===== src/rtl/ysyx_23060042_lsu.sv =====
// Load/store unit: one valid/ready bus transaction per instruction, with alignment check,
// response timeout and load extension back to the execute-stage writeback mux.
module ysyx_23060042_lsu #(
    parameter int TIMEOUT = 255
) (
    input  logic        clk,
    input  logic        rst,
    input  logic        in_valid,
    output logic        in_ready,
    input  logic [31:0] addr,
    input  logic [31:0] wdata,
    input  logic [1:0]  mren,
    input  logic [1:0]  mwen,
    input  logic        lunsigned,
    output logic        out_valid,
    input  logic        out_ready,
    output logic [31:0] mrdata,
    output logic        err,
    output logic        mem_req_valid,
    input  logic        mem_req_ready,
    output logic [31:0] mem_addr,
    output logic        mem_wen,
    output logic [31:0] mem_wdata,
    output logic [3:0]  mem_wmask,
    input  logic        mem_resp_valid,
    input  logic [31:0] mem_rdata
);
    localparam logic [7:0] TMO = 8'(TIMEOUT);

    typedef enum logic [1:0] {IDLE, REQ, WAIT, DONE} state_e;

    state_e      state_q, state_d;
    logic [31:0] addr_q, addr_d, wdata_q, wdata_d, mrdata_q, mrdata_d;
    logic [1:0]  mren_q, mren_d, mwen_q, mwen_d;
    logic        lunsigned_q, lunsigned_d, err_q, err_d;
    logic [7:0]  cnt_q, cnt_d;

    logic [1:0]  acc_size;
    logic        misaligned;
    logic        is_load_q, is_store_q;
    logic [1:0]  size_q;
    logic [31:0] shifted, load_val;

    // A load request takes precedence when both sizes are non-zero.
    assign acc_size   = (mren != 2'b00) ? mren : mwen;
    assign misaligned = ((acc_size == 2'b10) && addr[0]) ||
                        ((acc_size == 2'b11) && (addr[1:0] != 2'b00));

    assign is_load_q  = (mren_q != 2'b00);
    assign is_store_q = !is_load_q && (mwen_q != 2'b00);
    assign size_q     = is_load_q ? mren_q : mwen_q;

    assign shifted = mem_rdata >> {addr_q[1:0], 3'b000};

    always_comb begin
        load_val = 32'd0;
        if (is_load_q) begin
            case (mren_q)
                2'b01:   load_val = lunsigned_q ? {24'd0, shifted[7:0]}
                                                : {{24{shifted[7]}}, shifted[7:0]};
                2'b10:   load_val = lunsigned_q ? {16'd0, shifted[15:0]}
                                                : {{16{shifted[15]}}, shifted[15:0]};
                default: load_val = shifted;
            endcase
        end
    end

    always_comb begin
        state_d     = state_q;
        addr_d      = addr_q;
        wdata_d     = wdata_q;
        mren_d      = mren_q;
        mwen_d      = mwen_q;
        lunsigned_d = lunsigned_q;
        mrdata_d    = mrdata_q;
        err_d       = err_q;
        cnt_d       = cnt_q;
        case (state_q)
            IDLE: begin
                if (in_valid) begin
                    addr_d      = addr;
                    wdata_d     = wdata;
                    mren_d      = mren;
                    mwen_d      = mwen;
                    lunsigned_d = lunsigned;
                    mrdata_d    = 32'd0;
                    err_d       = 1'b0;
                    if (acc_size == 2'b00) begin
                        state_d = DONE;
                    end else if (misaligned) begin
                        err_d   = 1'b1;
                        state_d = DONE;
                    end else begin
                        state_d = REQ;
                    end
                end
            end
            REQ: begin
                if (mem_req_ready) begin
                    cnt_d = 8'd0;
                    if (mem_resp_valid) begin
                        mrdata_d = load_val;
                        state_d  = DONE;
                    end else begin
                        state_d  = WAIT;
                    end
                end
            end
            WAIT: begin
                cnt_d = cnt_q + 8'd1;
                // A response landing on the timeout cycle still counts as success.
                if (mem_resp_valid) begin
                    mrdata_d = load_val;
                    state_d  = DONE;
                end else if (cnt_d == TMO) begin
                    err_d   = 1'b1;
                    state_d = DONE;
                end
            end
            DONE: begin
                if (out_ready) state_d = IDLE;
            end
            default: state_d = IDLE;
        endcase
    end

    always_ff @(posedge clk or negedge rst) begin
        if (!rst) begin
            state_q     <= IDLE;
            addr_q      <= 32'd0;
            wdata_q     <= 32'd0;
            mren_q      <= 2'b00;
            mwen_q      <= 2'b00;
            lunsigned_q <= 1'b0;
            mrdata_q    <= 32'd0;
            err_q       <= 1'b0;
            cnt_q       <= 8'd0;
        end else begin
            state_q     <= state_d;
            addr_q      <= addr_d;
            wdata_q     <= wdata_d;
            mren_q      <= mren_d;
            mwen_q      <= mwen_d;
            lunsigned_q <= lunsigned_d;
            mrdata_q    <= mrdata_d;
            err_q       <= err_d;
            cnt_q       <= cnt_d;
        end
    end

    assign in_ready      = (state_q == IDLE);
    assign out_valid     = (state_q == DONE);
    assign mem_req_valid = (state_q == REQ);
    assign mrdata        = mrdata_q;
    assign err           = err_q;
    assign mem_addr      = {addr_q[31:2], 2'b00};
    assign mem_wen       = is_store_q;
    assign mem_wdata     = wdata_q << {addr_q[1:0], 3'b000};

    always_comb begin
        mem_wmask = 4'b0000;
        if (is_store_q) begin
            case (size_q)
                2'b01:   mem_wmask = 4'b0001 << addr_q[1:0];
                2'b10:   mem_wmask = 4'b0011 << addr_q[1:0];
                default: mem_wmask = 4'b1111;
            endcase
        end
    end
endmodule


===== config.mk =====
export PLATFORM = sky130hd
export DESIGN_NAME = ysyx_23060042_lsu
export DESIGN_NICKNAME = d
export VERILOG_FILES = /design/src/rtl/ysyx_23060042_lsu.sv
export SDC_FILE = /design/constraint.sdc
export NUM_CORES = 1
export LEC_CHECK = 0
export BUFFER_PORTS_ARGS = -buffer_cell sky130_fd_sc_hd__buf_4
export CAP_MARGIN = 20
export CORE_UTILIZATION = 45
export CTS_CLUSTER_DIAMETER = 40
export CTS_CLUSTER_SIZE = 10
export DETAILED_ROUTE_END_ITERATION = 16
export PLACE_DENSITY = 0.82
export SLEW_MARGIN = 30
export SYNTH_ARGS = -nofsm -noshare
export SYNTH_HDL_FRONTEND = slang
export SYNTH_SLANG_ARGS = --single-unit

===== constraint.sdc =====
create_clock -name clk -period 1.8 [get_ports clk]
set_input_delay 0.36 -clock clk [delete_from_list [all_inputs] [get_ports clk]]
set_output_delay 0.36 -clock clk [all_outputs]
set_load 0.02 [all_outputs]

==> out/metrics.cfg, run 1 <==
[cts]
cts_buffer_depth = 2
cts_tree = done
cts_made_buffers = 9
worst_skew_pair.late_latency_ps = 350
hold_buffers = 0
root_buffer = clkbuf_16
clkTransAtPathRegs_ps = 70
cts_htree_levels = 3
cts_sinks = 112

[cells_and_area]
flow.area_growth_from_synthesis_pct = 51.3
fin_area_sq_um = 9190
drive_gt1_frac = 0.593
fin_nets = 936
num_antenna_cells = 0

[critical_path]
crit_chain = inv_2, ha_4, mux2i_1, ha_2, inv_2, a21oi_2, buf_4
required_ps = 1440
crit_type = register to primary output
crit_fanout = 5
rr_worst_depth = 9
end_kind = primary output
startpoint_type = register
cp.arrival_ps = 1850
crit_slowest_cell = dfrtp_1
slowest_delay_ps = 390
cpMostUsedCell = inv_2

[drt]
drtAntennaViolNets = 0
vias_per_cell = 5.33
first_pass_iters = 11
drc = 0
routed_wl_um = 17900
vias = 5324
routedWlPerCell_um = 17.9
drt-initial-drc-count = 340

[outcome]
outcome = finished, violations left
failed_checks = negative setup slack

[synthesis]
netlist_area_sq_um = 6070
synth_flop_cell = dfrtp_1
yosysSeqAreaShare = 0.461
synth_edf_count = 0
yosysUniqueCellTypes = 47
synth-seq-cells = 112
netlist_instances = 596
yosysWarnings = 0
async_flop_share = 1.00
avgSynthCellArea_sq_um = 10.2

[global_route]
grt_pass1_vias = 5436
grt_pass1_wl_um = 27100
met3_usage = 0.0560
gr-total-overflow = 0
grt_max_degree = 113
grt_use_met1 = 0.285
grt.busiest_layer = met2
antenna_found_initial = 0
grt_usage = 0.248
use_met2 = 0.449

[timing]
period_share = 1.23
fmax_mhz = 453
grt_setup_unrepaired = yes
final_hold_viol_count = 0
max_slew_margin = 0.589
worstMarginPinSlew_ps = 617
drv_slew = 0
finalSetupViolCount = 44
worst_slack_ps = -408
fin_crit_ps = 2210
fin_skew_ps = 4.37

[die]
die_area_sq_um = 14000
die_w_um = 118
start_util = 0.460
rows = 42
die_h_um = 118
core_sq_um = 13200
io_pins = 212

[power]
vdd_ir_drop_max_uv = 1690
power.density_nw_per_um2 = 2110
p_total_mw = 19.4
p_leak_nw = 4.24

[placement]
io_buffers = 209
place_congestion = 0.843
pre_cts_ws_ps = -81.1
post_dp_cell_area_sq_um = 7820
hpwl_um = 11100

[flow_run]
cap_violations = 0

[min_path]
min_path_type = input port to asynchronous set/reset pin

[final timing paths]
check | slack (ps) | start | endpoint
worst max-delay path | -410 | mren_q[0] | mem_wmask[3]
worst min-delay path | 70 | rst | mrdata[27]
worst max register to register | -90 | addr_q[0] | mrdata[31]
worst min register to register | 480 | mrdata[3] | mrdata[3]
max in group asynchronous | 1230 | rst | addr_q[1]
min in group clk | 230 | wdata[29] | wdata_q[29]
[report_power, final]
part | switching [mW] | internal, mW
clock network | 0.925 | 1.12
registers | 1.04 | 3.70
logic | 6.37 | 6.24
total | 8.33 | 11.1
[layout by cell type, fill, tap and decap left out, types with 9 or more instances in the layout]
master	count
buf_4	228
nand2_1	63
mux2_2	74
dfrtp_1	106
mux2i_1	22
o21ai_1	17
clkbuf_16	10
a21oi_1	19
mux2i_4	12
inv_1	9
buf_6	37
o21ai_2	23
buf_12	10
o21ai_0	31
a21oi_2	14
nor2_1	27
[critical path: cells and delay by family, from the launching register on]
family                   cells  cell delay (ps)
multiplexers                 1              230
AO/OA/AOI/OAI                1               50
flip-flops                   1              390
buffers and inverters        3              330
adder cells (fa/ha/maj)      2              480
[registers in the layout, indices dropped and copies added, names as in the netlist]
| name | cells |
|---|---|
| state_q | 2 |
| mwen_q | 2 |
| wdata_q | 32 |
| lunsigned_q | 1 |
| addr_q | 32 |
| err | 1 |
| mrdata | 32 |
| cnt_q | 8 |
| mren_q | 2 |
[cells in the mapped netlist (2+ instances only)]
library cell	instances	area share
clkbuf_1	23	0.014
a21oi_1	33	0.027
mux2_2	74	0.14
mux2i_1	35	0.058
a211oi_1	9	0.011
dfrtp_1	112	0.46
nor3b_1	4	0.0049
a41oi_1	2	0.0029
ha_1	10	0.021
buf_4	34	0.042
o21ai_1	4	0.0033
o21ai_0	56	0.046
nor2b_1	11	0.011
nor2_1	35	0.022
inv_1	14	0.0087
nand2_1	70	0.043
buf_2	8	0.0066
a22o_1	2	0.0029
and2_1	8	0.0082
o21ai_2	11	0.016
buf_1	3	0.0019
nor3_1	4	0.0033
nand2b_1	3	0.0031
nand3_1	4	0.0033
a31oi_1	5	0.0052
[area by class of cell]
type / count / area (sq um)
fillers: 912 / 4000
flip-flops and latches: 112 / 2810
clock buffers: 11 / 243
multi-input cells: 402 / 3350
repair buffers: 280 / 2460
well taps: 176 / 220
inverters: 14 / 52.6
clock inverters: 4 / 53.8
[timing repair]
action                                  CTS  global route
cloned                                    6             2
endpoints found under the setup margin   37            72
resized for setup                       121            76
pin swaps                                32            28
setup buffers                            18            11
[per-layer routing]
layer / up-vias / wire length (um)
met3: 26 / 839
met4: 0 / 360
met5: - / 0
met2: 172 / 9610
met1: 2647 / 7060
li1: 2479 / -
[cells by family after synthesis]
family          Yosys count  synth area share
fa+ha+maj                10            0.0206
flops                   112             0.461
simple gates            147             0.111
xor+xnor                  1           0.00144
compound gates          130             0.126
buf+inv                  84            0.0785
mux                     111             0.200
other cells               1          0.000617
[through the flow]
step	setup TNS, ps	utilization	hold slack, ps	instances
after CTS	-5810	0.667	118	989
final	-5750	0.697	72.9	999
after detailed placement	-346	0.593	471	950
after floorplan	-1300	-	64.4	597
after global routing	-9450	0.697	114	999
after global placement	-121	0.593	464	950
No activity file was read; power rests on OpenSTA's default activity.
==> run 2, diff against run 1 <==
PLACE_DENSITY = 0.79   (was 0.82)
clock period = 2.35 ns   (was 1.8 ns; I/O delays follow)
==> run 2 against run 1 <==
The run now ends clean. Setup slack better by 410 ps. Sequential share of layout area up 4.6 points. Design area down 13%. Global-route usage down 1.6 points. Wire length down 12%. Clock power down 23%. Register-to-register slack better by 330 ps. Non-clock buffer count down 51. Worst hold slack worse by 33 ps. Power down 37%. Final cell count down 5.1%. Critical path type unchanged. Largest power group unchanged.
==> out/metrics.cfg, run 2 (synthesis results as in run 1) <==
[timing]
drv_slew = 0  ; unchanged
worst_slack_ps = 2.60  ; +410 ps
worstMarginPinSlew_ps = 776  ; +159 ps
fin_skew_ps = 8.08  ; +3.71 ps
period_share = 0.999
fmax_mhz = 426
max_slew_margin = 0.477  ; -0.111
fin_crit_ps = 2350
finalSetupTns_ps = 0  ; +5750 ps
finalSetupViolCount = 0  ; -100%
final_hold_viol_count = 0  ; unchanged
grt_setup_unrepaired = yes

[global_route]
grt_usage = 0.232  ; -0.0157
grt_pass1_vias = 5200  ; -4.3%
antenna_found_initial = 0  ; unchanged
grt_max_degree = 61  ; -46%
gr-total-overflow = 0  ; unchanged
grt_pass1_wl_um = 25700  ; -5.2%

[die]
core_sq_um = 13200  ; unchanged
die_area_sq_um = 14000  ; unchanged
rows = 42  ; unchanged
die_w_um = 118  ; unchanged
io_pins = 212  ; unchanged
die_h_um = 118  ; unchanged
start_util = 0.460  ; unchanged

[cells_and_area]
fin_area_sq_um = 7980  ; -13%
regArea_sq_um = 2810  ; -0.18%
multi_input_area_sq_um = 2820  ; -16%
flow.area_growth_from_synthesis_pct = 31.4
final_util = 0.605  ; -0.0919
final_cell_mix = buf_4 (224), dfrtp_1 (110), mux2_2 (74)
finalNonFillerCells = 948  ; -5.1%
final.fill_count = 1084  ; +19%
fin_nets = 884  ; -5.6%
num_antenna_cells = 0  ; unchanged
layout_commonest_cell = buf_4
drive_gt1_frac = 0.446  ; -0.147

[drt]
routed_wl_um = 15700  ; -12%
top_layer = met4
drtAntennaViolNets = 0  ; unchanged
wirelength_met1_um = 6310  ; -11%
vias_per_cell = 5.25  ; -1.5%
drc = 0  ; unchanged
dr_wl_met3_um = 870  ; +3.7%
dr_wl_met2_um = 8120  ; -15%
drt-initial-drc-count = 197  ; -42%
vias = 4977  ; -6.5%
first_pass_iters = 6  ; -5
routedWlPerCell_um = 16.5  ; -7.5%

[critical_path]
rr_worst_depth = 7  ; -2
end_kind = primary output
required_ps = 1880  ; +440 ps
crit_fanout = 5  ; unchanged
startpoint_type = register
crit_type = register to primary output
cp.arrival_ps = 1880  ; +30 ps

[placement]
post_dp_cell_area_sq_um = 7620  ; -2.5%
place_congestion = 0.832  ; -1.3%
placed_cells = 928  ; -2.3%
hpwl_um = 11700  ; +5.2%
io_buffers = 209  ; unchanged
pre_cts_ws_ps = 261  ; +343 ps

[cts]
cts_htree_levels = 3  ; unchanged
cts_buffer_depth = 2  ; unchanged
root_buffer = clkbuf_16
hold_buffers = 0  ; unchanged
cts_tree = done
cts_made_buffers = 9  ; unchanged
worst_skew_pair.late_latency_ps = 360  ; about the same
cts_sinks = 112  ; unchanged
clkTransAtPathRegs_ps = 80  ; about the same

[power]
p_sw_mw = 5.41  ; -35%
vdd_ir_drop_max_uv = 1000  ; -41%
pwr-share-clk = 0.129  ; +0.024
switching_share = 0.441  ; +0.0108
p_seq_frac = 0.285  ; +0.041
p_leak_nw = 3.82  ; -10%
power.density_nw_per_um2 = 1540  ; -27%
combPwrFrac = 0.586  ; -0.064
intPower_mw = 6.86  ; -38%

[flow_run]
cap_violations = 0  ; unchanged

[outcome]
outcome = finished clean

[min_path]
min_path_type = input port to asynchronous set/reset pin

[run 2: critical path, cell delays in order (launching register included)]
cell and delay (ps):
dfrtp_1 410, inv_2 90, ha_4 160, mux2i_1 200, ha_2 310, inv_2 80
a21oi_1 70, buf_4 200
[run 2: path summary, 6_finish.rpt]
| path | start | endpoint | slack, ps |
|---|---|---|---|
| min in group clk | wdata[18] | wdata_q[18] | 340 |
| max | mren_q[1] | mem_wmask[1] | 3 |
| min | rst | addr_q[12] | 40 |
| max in group asynchronous | rst | addr_q[21] | 1620 |
| max reg2reg | cnt_q[0] | state_q[1] | 240 |
| min reg2reg | mrdata[21] | mrdata[21] | 490 |
[run 2: per-layer routing]
metal  vias to the layer above  GRT usage
met5                         -          0
met1                      2416      0.275
met3                        24     0.0507
met2                       169      0.407
met4                         0     0.0962
li1                       2368          -
[run 2: layout make-up]
type,count,area share
inverter,14,0.00659
tap,176,0.0276
multi-input combinational,401,0.354
clock inverter,7,0.00988
timing repair buffer,229,0.222
clock buffer,9,0.0282
sequential,112,0.352
[run 2: through the flow]
stage          total power, mW  hold WS [ps]
4_1_cts                   12.3          40.2
2_1_floorplan             8.22           174
6_report                  12.3          40.1
3_3_place_gp              10.4           417
5_1_grt                   13.0          55.8
3_5_place_dp              10.6           430
[run 2: timing repair]
action / CTS / global route
endpoints found under the setup margin: 4 / 4
resized for setup: 6 / 3
setup buffers: 1 / 3
[run 2: power by group through the flow]
stage                     combinational (mW)  clock, mW  sequential (mW)
final                                   7.19       1.58             3.50
after global routing                    7.73       1.69             3.61
after CTS                               7.17       1.64             3.49
after detailed placement                7.07          0             3.52
after global placement                  6.91          0             3.44
after floorplan                         4.66          0             3.56
